$ cat src/rtl/mbist_pkg.sv
// Shared types for the MBIST fail logger: controller state encoding and the
// per-failure record layout buffered for the test host.
package mbist_pkg;

  typedef enum logic [1:0] {
    IDLE = 2'd0,
    RUN  = 2'd1,
    DONE = 2'd2
  } logger_state_e;

  localparam int REC_ADDR_W = 8;
  localparam int REC_DATA_W = 8;

  typedef struct packed {
    logic [REC_ADDR_W-1:0] addr;
    logic [REC_DATA_W-1:0] xor_mask;
  } fail_rec_t;

endpackage

$ cat src/rtl/mbist_fail_logger_if.sv
// Bundle between the MBIST controller/comparator/host (master) and the fail
// logger (slave). dbg_state mirrors the logger FSM for observation.
interface mbist_fail_logger_if #(
  parameter int ADDR_W = 8,
  parameter int DATA_W = 8,
  parameter int CNT_W  = 16
);
  import mbist_pkg::*;

  // cmp_valid is a strobe with no backpressure; the log read side is
  // valid/ready: a record leaves the FIFO on a rising edge where both
  // log_valid and log_rd are high, and log_rd alone has no effect.
  logic              start;
  logic              cmp_valid;
  logic              eq;
  logic [ADDR_W-1:0] addr;
  logic [DATA_W-1:0] data_t;
  logic [DATA_W-1:0] ramout;
  logic              done;
  logic              busy;
  logic              test_done;
  logic              test_pass;
  logic              fail;
  logic [CNT_W-1:0]  err_count;
  logic [ADDR_W-1:0] ff_addr;
  logic [DATA_W-1:0] ff_exp;
  logic [DATA_W-1:0] ff_act;
  logic              log_rd;
  logic              log_valid;
  logic [ADDR_W-1:0] log_addr;
  logic [DATA_W-1:0] log_xor;
  logic              log_ovf;
  logger_state_e     dbg_state;

  modport master (
    output start, cmp_valid, eq, addr, data_t, ramout, done, log_rd,
    input  busy, test_done, test_pass, fail, err_count, ff_addr, ff_exp,
           ff_act, log_valid, log_addr, log_xor, log_ovf, dbg_state
  );

  modport slave (
    input  start, cmp_valid, eq, addr, data_t, ramout, done, log_rd,
    output busy, test_done, test_pass, fail, err_count, ff_addr, ff_exp,
           ff_act, log_valid, log_addr, log_xor, log_ovf, dbg_state
  );

endinterface

$ cat src/rtl/mbist_fail_fifo.sv
// Synchronous record FIFO with synchronous clear; head is read combinationally
// from storage. A push on a full FIFO is accepted only alongside a pop.
module mbist_fail_fifo #(
  parameter int  DEPTH = 8,
  parameter type rec_t = mbist_pkg::fail_rec_t
) (
  input  logic clk,
  input  logic rst_n,
  input  logic clr,
  input  logic push,
  input  logic pop,
  input  rec_t wdata,
  output rec_t rdata,
  output logic full,
  output logic empty
);

  localparam int PW = $clog2(DEPTH);

  rec_t          mem_q [DEPTH];
  logic [PW-1:0] wr_ptr_q, rd_ptr_q;
  logic [PW:0]   cnt_q;
  logic          do_push, do_pop;

  assign full    = (cnt_q == (PW+1)'(DEPTH));
  assign empty   = (cnt_q == '0);
  assign do_pop  = pop && !empty;
  assign do_push = push && (!full || do_pop);
  assign rdata   = mem_q[rd_ptr_q];

  always_ff @(posedge clk or negedge rst_n) begin
    if (!rst_n) begin
      wr_ptr_q <= '0;
      rd_ptr_q <= '0;
      cnt_q    <= '0;
    end else if (clr) begin
      wr_ptr_q <= '0;
      rd_ptr_q <= '0;
      cnt_q    <= '0;
    end else begin
      if (do_push) wr_ptr_q <= wr_ptr_q + PW'(1);
      if (do_pop)  rd_ptr_q <= rd_ptr_q + PW'(1);
      cnt_q <= cnt_q + {{PW{1'b0}}, do_push} - {{PW{1'b0}}, do_pop};
    end
  end

  always_ff @(posedge clk) begin
    if (do_push) mem_q[wr_ptr_q] <= wdata;
  end

endmodule

$ cat src/rtl/mbist_fail_logger.sv
// MBIST result logger: sticky fail, saturating error count, first-fail capture
// and pass/fail verdict. Define MBIST_FAIL_LOG_EN to build the fail-record FIFO.
module mbist_fail_logger
  import mbist_pkg::*;
#(
  parameter int ADDR_W    = 8,
  parameter int DATA_W    = 8,
  parameter int CNT_W     = 16,
  parameter int LOG_DEPTH = 8
) (
  input logic                clk,
  input logic                rst_n,
  mbist_fail_logger_if.slave bus
);

  logger_state_e     state_q, state_d;
  logic              fail_q, fail_d;
  logic [CNT_W-1:0]  cnt_q, cnt_d;
  logic [ADDR_W-1:0] ff_addr_q, ff_addr_d;
  logic [DATA_W-1:0] ff_exp_q, ff_exp_d;
  logic [DATA_W-1:0] ff_act_q, ff_act_d;
  logic              miscmp;

  // start owns the cycle: a compare in the same cycle is discarded
  assign miscmp = (state_q == RUN) && !bus.start && bus.cmp_valid && !bus.eq;

  always_ff @(posedge clk or negedge rst_n) begin
    if (!rst_n) begin
      state_q   <= IDLE;
      fail_q    <= 1'b0;
      cnt_q     <= '0;
      ff_addr_q <= '0;
      ff_exp_q  <= '0;
      ff_act_q  <= '0;
    end else begin
      state_q   <= state_d;
      fail_q    <= fail_d;
      cnt_q     <= cnt_d;
      ff_addr_q <= ff_addr_d;
      ff_exp_q  <= ff_exp_d;
      ff_act_q  <= ff_act_d;
    end
  end

  always_comb begin
    state_d   = state_q;
    fail_d    = fail_q;
    cnt_d     = cnt_q;
    ff_addr_d = ff_addr_q;
    ff_exp_d  = ff_exp_q;
    ff_act_d  = ff_act_q;
    case (state_q)
      IDLE:    if (bus.start) state_d = RUN;
      RUN:     if (!bus.start && bus.done) state_d = DONE;
      DONE:    if (bus.start) state_d = RUN;
      default: state_d = IDLE;
    endcase
    if (bus.start) begin
      fail_d    = 1'b0;
      cnt_d     = '0;
      ff_addr_d = '0;
      ff_exp_d  = '0;
      ff_act_d  = '0;
    end else if (miscmp) begin
      fail_d = 1'b1;
      if (cnt_q != '1) cnt_d = cnt_q + CNT_W'(1);
      if (!fail_q) begin
        ff_addr_d = bus.addr;
        ff_exp_d  = bus.data_t;
        ff_act_d  = bus.ramout;
      end
    end
  end

  assign bus.busy      = (state_q == RUN);
  assign bus.test_done = (state_q == DONE);
  assign bus.test_pass = (state_q == DONE) && !fail_q;
  assign bus.fail      = fail_q;
  assign bus.err_count = cnt_q;
  assign bus.ff_addr   = ff_addr_q;
  assign bus.ff_exp    = ff_exp_q;
  assign bus.ff_act    = ff_act_q;
  assign bus.dbg_state = state_q;

`ifdef MBIST_FAIL_LOG_EN
  typedef struct packed {
    logic [ADDR_W-1:0] addr;
    logic [DATA_W-1:0] xor_mask;
  } log_rec_t;

  log_rec_t push_rec, head_rec;
  logic     fifo_full, fifo_empty, log_pop;
  logic     ovf_q, ovf_d;

  assign push_rec = '{addr: bus.addr, xor_mask: bus.data_t ^ bus.ramout};
  assign log_pop  = bus.log_rd && !fifo_empty;
  assign ovf_d    = bus.start ? 1'b0 : (ovf_q || (miscmp && fifo_full && !log_pop));

  mbist_fail_fifo #(
    .DEPTH (LOG_DEPTH),
    .rec_t (log_rec_t)
  ) u_fifo (
    .clk   (clk),
    .rst_n (rst_n),
    .clr   (bus.start),
    .push  (miscmp),
    .pop   (bus.log_rd),
    .wdata (push_rec),
    .rdata (head_rec),
    .full  (fifo_full),
    .empty (fifo_empty)
  );

  always_ff @(posedge clk or negedge rst_n) begin
    if (!rst_n) ovf_q <= 1'b0;
    else        ovf_q <= ovf_d;
  end

  assign bus.log_valid = !fifo_empty;
  assign bus.log_addr  = head_rec.addr;
  assign bus.log_xor   = head_rec.xor_mask;
  assign bus.log_ovf   = ovf_q;
`else
  localparam int LOG_DEPTH_UNUSED = LOG_DEPTH;
  logic log_rd_unused;
  assign log_rd_unused = bus.log_rd;
  assign bus.log_valid = 1'b0;
  assign bus.log_addr  = '0;
  assign bus.log_xor   = '0;
  assign bus.log_ovf   = 1'b0;
`endif

endmodule

$ cat src/flat_wrapper.sv
// flat-port wrapper written by rule: the top's interface ports become plain ports
module mbist_fail_logger_flat import mbist_pkg::*;
#(
  parameter int ADDR_W    = 8,
  parameter int DATA_W    = 8,
  parameter int CNT_W     = 16,
  parameter int LOG_DEPTH = 8
)
  (clk, rst_n, bus_start, bus_cmp_valid, bus_eq, bus_addr, bus_data_t, bus_ramout, bus_done, bus_log_rd, bus_busy, bus_test_done, bus_test_pass, bus_fail, bus_err_count, bus_ff_addr, bus_ff_exp, bus_ff_act, bus_log_valid, bus_log_addr, bus_log_xor, bus_log_ovf, bus_dbg_state);
  mbist_fail_logger_if #(.ADDR_W(ADDR_W), .DATA_W(DATA_W), .CNT_W(CNT_W)) bus_i ();
  input logic clk;
  input logic rst_n;
  input wire logic [$bits(bus_i.start)-1:0] bus_start;
  input wire logic [$bits(bus_i.cmp_valid)-1:0] bus_cmp_valid;
  input wire logic [$bits(bus_i.eq)-1:0] bus_eq;
  input wire logic [$bits(bus_i.addr)-1:0] bus_addr;
  input wire logic [$bits(bus_i.data_t)-1:0] bus_data_t;
  input wire logic [$bits(bus_i.ramout)-1:0] bus_ramout;
  input wire logic [$bits(bus_i.done)-1:0] bus_done;
  input wire logic [$bits(bus_i.log_rd)-1:0] bus_log_rd;
  output wire logic [$bits(bus_i.busy)-1:0] bus_busy;
  output wire logic [$bits(bus_i.test_done)-1:0] bus_test_done;
  output wire logic [$bits(bus_i.test_pass)-1:0] bus_test_pass;
  output wire logic [$bits(bus_i.fail)-1:0] bus_fail;
  output wire logic [$bits(bus_i.err_count)-1:0] bus_err_count;
  output wire logic [$bits(bus_i.ff_addr)-1:0] bus_ff_addr;
  output wire logic [$bits(bus_i.ff_exp)-1:0] bus_ff_exp;
  output wire logic [$bits(bus_i.ff_act)-1:0] bus_ff_act;
  output wire logic [$bits(bus_i.log_valid)-1:0] bus_log_valid;
  output wire logic [$bits(bus_i.log_addr)-1:0] bus_log_addr;
  output wire logic [$bits(bus_i.log_xor)-1:0] bus_log_xor;
  output wire logic [$bits(bus_i.log_ovf)-1:0] bus_log_ovf;
  output wire logic [$bits(bus_i.dbg_state)-1:0] bus_dbg_state;
  assign bus_i.start = bus_start;
  assign bus_i.cmp_valid = bus_cmp_valid;
  assign bus_i.eq = bus_eq;
  assign bus_i.addr = bus_addr;
  assign bus_i.data_t = bus_data_t;
  assign bus_i.ramout = bus_ramout;
  assign bus_i.done = bus_done;
  assign bus_i.log_rd = bus_log_rd;
  assign bus_busy = bus_i.busy;
  assign bus_test_done = bus_i.test_done;
  assign bus_test_pass = bus_i.test_pass;
  assign bus_fail = bus_i.fail;
  assign bus_err_count = bus_i.err_count;
  assign bus_ff_addr = bus_i.ff_addr;
  assign bus_ff_exp = bus_i.ff_exp;
  assign bus_ff_act = bus_i.ff_act;
  assign bus_log_valid = bus_i.log_valid;
  assign bus_log_addr = bus_i.log_addr;
  assign bus_log_xor = bus_i.log_xor;
  assign bus_log_ovf = bus_i.log_ovf;
  assign bus_dbg_state = bus_i.dbg_state;
  mbist_fail_logger #(.ADDR_W(ADDR_W), .DATA_W(DATA_W), .CNT_W(CNT_W), .LOG_DEPTH(LOG_DEPTH)) u_core (.clk(clk), .rst_n(rst_n), .bus(bus_i));
endmodule
$ cat config.mk
export PLATFORM = sky130hd
export DESIGN_NAME = mbist_fail_logger_flat
export DESIGN_NICKNAME = d
export VERILOG_FILES = /design/src/rtl/mbist_pkg.sv /design/src/rtl/mbist_fail_logger_if.sv /design/src/rtl/mbist_fail_fifo.sv /design/src/rtl/mbist_fail_logger.sv /design/src/flat_wrapper.sv
export SDC_FILE = /design/constraint.sdc
export NUM_CORES = 1
export LEC_CHECK = 0
export BUFFER_PORTS_ARGS = -buffer_cell sky130_fd_sc_hd__buf_2
export CAP_MARGIN = 20
export CORE_UTILIZATION = 50
export CTS_CLUSTER_DIAMETER = 30
export DETAILED_ROUTE_END_ITERATION = 7
export GPL_TIMING_DRIVEN = 0
export PLACE_DENSITY = 0.85
export SYNTH_ARGS = -nofsm -noshare
export SYNTH_HDL_FRONTEND = slang
export SYNTH_SLANG_ARGS = --single-unit
$ cat constraint.sdc
create_clock -name clk -period 2.4 [get_ports clk]
set_input_delay 0.24 -clock clk [delete_from_list [all_inputs] [get_ports clk]]
set_output_delay 0.24 -clock clk [all_outputs]
set_load 0.03 [all_outputs]
==> reports/qor.log, run 1 <==
INFO  outcome        status=complete, no violations
INFO  logic_synthesis number_of_synthesized_register_bits=43
INFO  logic_synthesis synth_ff_type=sky130_fd_sc_hd__dfrtp_1
INFO  drt            finalWirelength=4.34mm
INFO  drt            vias=1784
INFO  setup_path     timing.critical_path.from=u_core.bus.err_count[0]
INFO  floorplan      die_area=4300µm²
INFO  logic_synthesis synth_commonest_cells=sky130_fd_sc_hd__dfrtp_1 (43), sky130_fd_sc_hd__a22o_1 (24), sky130_fd_sc_hd__buf_4 (18)
INFO  setup_path     crit_path_max_fanout=10
INFO  clock_network  cts_max_path_buffers=2
INFO  setup_path     worst_setup_path_category=reg2reg
INFO  clock_network  cts_buffers=5
INFO  drt            drt-vias-per-instance=5.39
INFO  setup_path     cp_top_family=simple AND/OR/NAND/NOR gates
INFO  job            max_cap_viol_count=0
INFO  logic_synthesis synth_cell_type_count=36
INFO  clock_network  clock_tree_from_tritoncts=done
INFO  sta            setup_viol_count_final=0
INFO  placed_design  cell_count_post_placement=324
INFO  setup_path     critical-path-slowest-cell=sky130_fd_sc_hd__nor4_1
INFO  logic_synthesis synth-simple-area-share=0.157
INFO  clock_network  cts.clk_slew.worst_paths=0.08ns
INFO  logic_synthesis syn-instance-count=184
INFO  placed_design  gp_routability_congestion=0.801
INFO  hold_path      worst_hold_path_type=in2async
INFO  global_routing grt_usage=0.217
INFO  sta            hold_violations=0
INFO  sta            skew=0.00289ns
INFO  logic_synthesis yosysWarnings=0
INFO  power_and_ir_drop power_per_cell_area=562nW/µm²
INFO  clock_network  cts_hold_buf=0
INFO  drt            antenna_left=0
INFO  sta            period_needed=1.94ns
INFO  drt            routed_wire_length_per_instance=13.1µm
INFO  clock_network  clk-insertion-delay-late=0.29ns
INFO  cells_and_area fillers=318
INFO  logic_synthesis yosysMostFrequentCell=sky130_fd_sc_hd__dfrtp_1
INFO  cells_and_area antenna-diode-count=0
INFO  sta            maxSlewViolCount=0
INFO  logic_synthesis post-synth-top-area-fraction=0.533
INFO  logic_synthesis synth_compound_gate_area_share=0.193
INFO  clock_network  clock-sinks=43
INFO  power_and_ir_drop p_leak=1.41nW
INFO  cells_and_area final_util=0.691
INFO  floorplan      die_y=65.6µm
INFO  setup_path     setup.worst_path.start_class=register
INFO  clock_network  cts_max_level=2
INFO  setup_path     r2r-start=u_core.bus.err_count[0]
INFO  logic_synthesis post_synth_instance_area=2020µm²
INFO  setup_path     cpPeakStageDelay=0.43ns
INFO  logic_synthesis yosysSeqAreaShare=0.533
INFO  cells_and_area post_route_cells_drive_above_1_share=0.375
INFO  logic_synthesis synth_area_leaders=sky130_fd_sc_hd__dfrtp_1 (53%), sky130_fd_sc_hd__a22o_1 (10%), sky130_fd_sc_hd__buf_4 (6.7%), sky130_fd_sc_hd__a21oi_1 (4.2%), sky130_fd_sc_hd__or3_1 (2.5%)
INFO  logic_synthesis synth-async-reset-ratio=1.00
INFO  drt            detail_route.first_pass.iterations=4
INFO  clock_network  cts_setup_buffers=0
INFO  setup_path     worstPathCellList=ha_1 -> nand4_1 -> nor4_1 -> clkbuf_1 -> o21ai_0 -> a21oi_1
INFO  global_routing gr-total-overflow=0
INFO  global_routing grt_pass1_wl=7.12mm
INFO  setup_path     crit_path_end_kind=register
INFO  cells_and_area area_growth=29.0%
INFO  cells_and_area final-instance-count-excl-fill=331
INFO  clock_network  clock-root-buffer=sky130_fd_sc_hd__clkbuf_8
INFO  global_routing first_global_vias=1599
INFO  drt            initialDrtViolationCount=52
INFO  logic_synthesis yosysTopAreaCell=sky130_fd_sc_hd__dfrtp_1
INFO  drt            remaining_drc_errors=0
INFO  floorplan      core-area=3770µm²
INFO  setup_path     timing.critical_path.buf_inv=1
INFO  logic_synthesis synth.avg_cell_area=11.0µm²
INFO  cells_and_area final_instance_area=2610µm²
INFO  logic_synthesis synth_top_family_by_area=compound AO/OA/AOI/OAI gates
INFO  floorplan      core.rowCount=22
INFO  placed_design  postPlaceCellArea=2520µm²
INFO  sta            fin_setup_tns=0ns
INFO  floorplan      die-width=65.6µm
INFO  sta            clock.fmax=516MHz
INFO  setup_path     crit_arrival=2.15ns
INFO  placed_design  portBuffers=75
INFO  sta            max_slew_margin=0.391
INFO  sta            worst-slew-pin-transition=0.914ns
INFO  power_and_ir_drop ir_worst_vdd=0.000321V
INFO  sta            rsz_0062_raised_after_global_routing=no
INFO  floorplan      io_pins=95
INFO  setup_path     required=2.61ns
INFO  cells_and_area final_net_count=315
INFO  global_routing grt_max_degree=44
INFO  sta            period_share=0.807
INFO  logic_synthesis synth_xor_area_frac=0.00433
INFO  logic_synthesis number_of_flops_mapped_to_enable_cells_by_yosys=0
INFO  logic_synthesis synth_fa_ha_area_frac=0.00619
INFO  global_routing number_of_antenna_violations_at_the_first_check_in_global_routing=0
INFO  logic_synthesis synthMuxAreaShare=0.0105
INFO  clock_network  resize_count_post_cts=0
INFO  floorplan      initial_cell_density_of_the_core=0.536
INFO  placed_design  dpl.hpwl=3.14mm
==> path summary, 6_finish.rpt <==
| path | end | slack (ns) | cells past startpoint |
|---|---|---|---|
| max in group asynchronous | u_core.bus.ff_exp[5] | 1.75 | 1 |
| worst min register to register | u_core.bus.ff_act[6] | 0.50 | 1 |
| worst max register to register | u_core.bus.err_count[3] | 0.46 | 6 |
| worst min-delay path | u_core.bus.err_count[7] | 0.08 | 1 |
| min in group clk | u_core.bus.ff_addr[7] | 0.16 | 2 |
| worst max-delay path | u_core.bus.err_count[3] | 0.46 | 6 |
==> cells by family (layout without fill, tap and decap cells) <==
family / Yosys count / in the layout
AOI/OAI and AO/OA: 56 / 56
and+or+nand+nor: 50 / 50
DFF: 43 / 43
buffers and inverters: 30 / 112
muxes: 2 / 2
adders and majority gates: 1 / 1
other: 1 / 18
xor gates and xnor gates: 1 / 1
==> stage by stage <==
step                hold WS [ns]  setup WS (ns)  power (mW)
floorplan                -0.0556          0.512       0.943
global placement           0.437          0.553        1.02
detailed placement         0.437          0.509        1.02
CTS                        0.117          0.477        1.48
global route               0.153          0.315        1.54
finish                    0.0773          0.463        1.47
==> power breakdown <==
group	internal [mW]	switching [mW]	total (mW)
clock network	0.226	0.231	0.457
registers	0.747	0.0159	0.763
logic	0.0825	0.164	0.246
total	1.06	0.411	1.47
==> routing by layer <==
layer | up-vias | wire, µm | global-route usage
met4 | 0 | 40 | 0.0842
met2 | 75 | 2140 | 0.335
li1 | 849 | - | -
met3 | 6 | 250 | 0.0521
met1 | 854 | 1910 | 0.294
met5 | - | 0 | 0
==> sequential cells by signal (all words and copies together) (netlist names) <==
signal                cells
u_core.bus.ff_addr        8
u_core.bus.err_count     16
u_core.bus.dbg_state      2
u_core.bus.fail           1
u_core.bus.ff_exp         8
u_core.bus.ff_act         8
==> layout make-up <==
class | instances | area [µm²] | share of cell area
Buffer | 26 | 175 | 0.0672
Clock inverter | 1 | 5.00 | 0.00192
Timing Repair Buffer | 75 | 375 | 0.144
Clock buffer | 6 | 82.6 | 0.0317
Tap cell | 48 | 60.1 | 0.0230
Sequential cell | 43 | 1080 | 0.413
Inverter | 4 | 15.0 | 0.00576
Multi-Input combinational cell | 128 | 818 | 0.314
==> cells in the final DEF (no fill, tap or decap), types with 6 or more instances in the layout <==
| master | instances |
|---|---|
| sky130_fd_sc_hd__nand3_1 | 7 |
| sky130_fd_sc_hd__a22o_1 | 24 |
| sky130_fd_sc_hd__a21oi_1 | 17 |
| sky130_fd_sc_hd__or3_1 | 8 |
| sky130_fd_sc_hd__dfrtp_1 | 43 |
| sky130_fd_sc_hd__clkbuf_8 | 6 |
| sky130_fd_sc_hd__buf_4 | 18 |
| sky130_fd_sc_hd__o21ai_0 | 8 |
| sky130_fd_sc_hd__conb_1 | 18 |
| sky130_fd_sc_hd__buf_2 | 77 |
(Power assumes the default switching activity.)
==> run 2, diff against run 1 <==
--- a/config.mk
+++ b/config.mk
@@ -7,11 +7,11 @@
 export LEC_CHECK = 0
 export BUFFER_PORTS_ARGS = -buffer_cell sky130_fd_sc_hd__buf_2
 export CAP_MARGIN = 20
-export CORE_UTILIZATION = 50
+export CORE_UTILIZATION = 46
 export CTS_CLUSTER_DIAMETER = 30
 export DETAILED_ROUTE_END_ITERATION = 7
 export GPL_TIMING_DRIVEN = 0
-export PLACE_DENSITY = 0.85
+export PLACE_DENSITY = 0.79
 export SYNTH_ARGS = -nofsm -noshare
 export SYNTH_HDL_FRONTEND = slang
 export SYNTH_SLANG_ARGS = --single-unit
==> constraint.sdc (replaced) <==
create_clock -name clk -period 1.95 [get_ports clk]
set_input_delay 0.195 -clock clk [delete_from_list [all_inputs] [get_ports clk]]
set_output_delay 0.195 -clock clk [all_outputs]
set_load 0.03 [all_outputs]
==> run 2 against run 1 <==
Clock-buffer cell count did not move. Non-clock buffer count did not move. First-iteration DRC count rose by 71%. Largest power group unchanged.
==> reports/qor.log, run 2 (same netlist as run 1, synthesis figures left out) <==
INFO  sta            skew=0.00279ns [was 0.00289 ns]
INFO  floorplan      core-area=4120µm² [was 3770 µm²]
INFO  placed_design  portBuffers=75 [unchanged]
INFO  setup_path     timing.critical_path.buf_inv=0 [was 1]
INFO  power_and_ir_drop ir_worst_vdd=0.000406V [was 0.000321 V]
INFO  floorplan      io_pins=95 [unchanged]
INFO  floorplan      die_y=68.3µm [was 65.6 µm]
INFO  sta            max_slew_margin=0.381 [was 0.391]
INFO  drt            remaining_drc_errors=0 [unchanged]
INFO  outcome        status=complete, no violations [unchanged]
INFO  cells_and_area fillers=370 [was 318]
INFO  setup_path     worstRegToRegCells=5 [was 6]
INFO  clock_network  cts.clk_slew.worst_paths=0.08ns [about the same]
INFO  sta            postLayoutSetupSlackWorst=0.111ns [was 0.463 ns]
INFO  drt            antenna_left=0 [unchanged]
INFO  global_routing grt_max_degree=44 [unchanged]
INFO  global_routing top_usage_layer=met2 [unchanged]
INFO  cells_and_area antenna-diode-count=0 [unchanged]
INFO  sta            period_share=0.943 [was 0.807]
INFO  clock_network  cts_max_level=2 [unchanged]
INFO  setup_path     crit_path_end_kind=register [unchanged]
INFO  placed_design  gp_routability_congestion=0.838 [was 0.801]
INFO  global_routing number_of_antenna_violations_at_the_first_check_in_global_routing=0 [unchanged]
INFO  global_routing gr-total-overflow=0 [unchanged]
INFO  cells_and_area area_growth=29.5% [was 29.0%]
INFO  global_routing grt_usage=0.198 [was 0.217]
INFO  cells_and_area number_of_flip_flops_in_the_largest_register=16 [unchanged]
INFO  sta            setup_viol_count_final=0 [unchanged]
INFO  cells_and_area mostFrequentLayoutCell=sky130_fd_sc_hd__buf_2 [unchanged]
INFO  setup_path     critical-path-slowest-cell=sky130_fd_sc_hd__nor3_1 [was sky130_fd_sc_hd__nor4_1]
INFO  drt            detail_route.first_pass.iterations=4 [unchanged]
INFO  cells_and_area final_util=0.636 [was 0.691]
INFO  cells_and_area final_instance_area=2620µm² [was 2610 µm²]
INFO  sta            maxSlewViolCount=0 [unchanged]
INFO  setup_path     cp_top_family=simple AND/OR/NAND/NOR gates [unchanged]
INFO  drt            finalWirelength=4.34mm [about the same]
INFO  cells_and_area final_net_count=315 [unchanged]
INFO  setup_path     crit_path_max_fanout=8 [was 10]
INFO  drt            routed_wire_length_per_instance=13.0µm [was 13.1 µm]
INFO  clock_network  clock_tree_from_tritoncts=done [unchanged]
INFO  clock_network  clock-sinks=43 [unchanged]
INFO  clock_network  clock-root-buffer=sky130_fd_sc_hd__clkbuf_8 [unchanged]
INFO  floorplan      initial_cell_density_of_the_core=0.491 [was 0.536]
INFO  power_and_ir_drop p_leak=1.41nW [about the same]
INFO  setup_path     critical_path_depth=5 [was 6]
INFO  sta            clock.fmax=544MHz [was 516 MHz]
INFO  sta            final.hold.worst_slack=0.0348ns [was 0.0773 ns]
INFO  sta            fin_setup_tns=0ns [unchanged]
INFO  setup_path     cpPeakStageDelay=0.67ns [was 0.43 ns]
INFO  clock_network  cts_max_path_buffers=2 [unchanged]
INFO  sta            rsz_0062_raised_after_global_routing=yes [was no]
INFO  clock_network  cts_buffers=5 [unchanged]
INFO  setup_path     required=2.11ns [was 2.61 ns]
INFO  clock_network  cts_hold_buf=0 [unchanged]
INFO  job            max_cap_viol_count=0 [unchanged]
INFO  global_routing grt_use_met2=0.305 [was 0.335]
INFO  cells_and_area post_route_cells_drive_above_1_share=0.387 [was 0.375]
INFO  sta            period_needed=1.84ns [was 1.94 ns]
INFO  drt            initialDrtViolationCount=89 [was 52]
INFO  setup_path     worst_setup_path_category=reg2reg [unchanged]
INFO  hold_path      worst_hold_path_type=in2async [unchanged]
INFO  setup_path     crit_arrival=2.00ns [was 2.15 ns]
INFO  placed_design  postPlaceCellArea=2520µm² [about the same]
INFO  floorplan      die-width=68.3µm [was 65.6 µm]
INFO  drt            vias=1764 [was 1784]
INFO  power_and_ir_drop power_per_cell_area=683nW/µm² [was 562 nW/µm²]
INFO  setup_path     worstPathCellList=ha_1 -> nand4_1 -> nor3_1 -> or4_1 -> a21oi_1 [was ha_1 -> nand4_1 -> nor4_1 -> clkbuf_1 -> o21ai_0 -> a21oi_1]
INFO  sta            hold_violations=0 [unchanged]
INFO  placed_design  dpl.hpwl=3.16mm [was 3.14 mm]
INFO  setup_path     setup.worst_path.start_class=register [unchanged]
INFO  global_routing first_global_vias=1510 [was 1599]
INFO  floorplan      core.rowCount=23 [was 22]
INFO  global_routing grt_util_met1=0.264 [was 0.294]
INFO  floorplan      die_area=4660µm² [was 4300 µm²]
INFO  sta            worst-slew-pin-transition=0.929ns [was 0.914 ns]
INFO  global_routing gr-usage-met3=0.0583 [was 0.0521]
INFO  clock_network  clk-insertion-delay-late=0.29ns [about the same]
INFO  global_routing grt_pass1_wl=6.83mm [was 7.12 mm]
INFO  drt            drt-vias-per-instance=5.28 [was 5.39]
INFO  placed_design  post-place-ws=0.0881ns [was 0.509 ns]
INFO  cells_and_area most_used_cells_in_the_layout_excluding_fill_and_tap_cells=sky130_fd_sc_hd__buf_2 (77), sky130_fd_sc_hd__dfrtp_1 (43), sky130_fd_sc_hd__a22o_1 (24) [unchanged]
run 2: cell types whose count changed in the layout (fill, tap and decap cells not counted):
cell,delta
sky130_fd_sc_hd__o2111ai_1,-1
sky130_fd_sc_hd__clkinvlp_4,+1
sky130_fd_sc_hd__clkbuf_2,+3
sky130_fd_sc_hd__o2111ai_2,+1
sky130_fd_sc_hd__clkbuf_8,-1
sky130_fd_sc_hd__clkbuf_1,-2
run 2: timing repair:
item                                    CTS  global route
resized for setup                         0             7
buffers inserted                          0             0
endpoints found under the setup margin    0            30
run 2: cell type report:
cell class / count / area (µm²) / share of cell area
clock buffer: 6 / 72.6 / 0.0277
tap: 50 / 62.6 / 0.0239
clock inverter: 2 / 12.5 / 0.00478
sequential: 43 / 1080 / 0.411
inverter: 4 / 15.0 / 0.00574
multi-input combinational: 128 / 825 / 0.315
buffer: 26 / 179 / 0.0684
timing repair buffer: 75 / 375 / 0.143
run 2: worst paths after layout:
kind | to | slack, ns | start
max | u_core.bus.err_count[13] | 0.11 | u_core.bus.err_count[0]
min | u_core.bus.err_count[15] | 0.03 | rst_n
max reg2reg | u_core.bus.err_count[13] | 0.11 | u_core.bus.err_count[0]
min reg2reg | u_core.bus.ff_act[7] | 0.50 | u_core.bus.ff_act[7]
max in group asynchronous | u_core.bus.ff_exp[2] | 1.34 | rst_n
min in group clk | u_core.bus.ff_addr[1] | 0.11 | bus_addr[1]
run 2: power by group:
group / leakage [nW] / switching, mW / internal [mW]
Clock: 0.0412 / 0.296 / 0.250
Sequential: 0.592 / 0.0209 / 0.919
Combinational: 0.781 / 0.199 / 0.102
run 2: layer usage:
metal / up-vias / routed length, µm
li1: 847 / -
met1: 841 / 2000
met2: 69 / 2000
met3: 7 / 285
met4: 0 / 58
met5: - / 0
run 2: per-stage QoR:
| stage | power, mW | instances |
|---|---|---|
| 6_report | 1.79 | 334 |
| 5_1_grt | 1.88 | 334 |
| 4_1_cts | 1.81 | 334 |
| 2_1_floorplan | 1.16 | 201 |
| 3_3_place_gp | 1.26 | 326 |
| 3_5_place_dp | 1.26 | 326 |
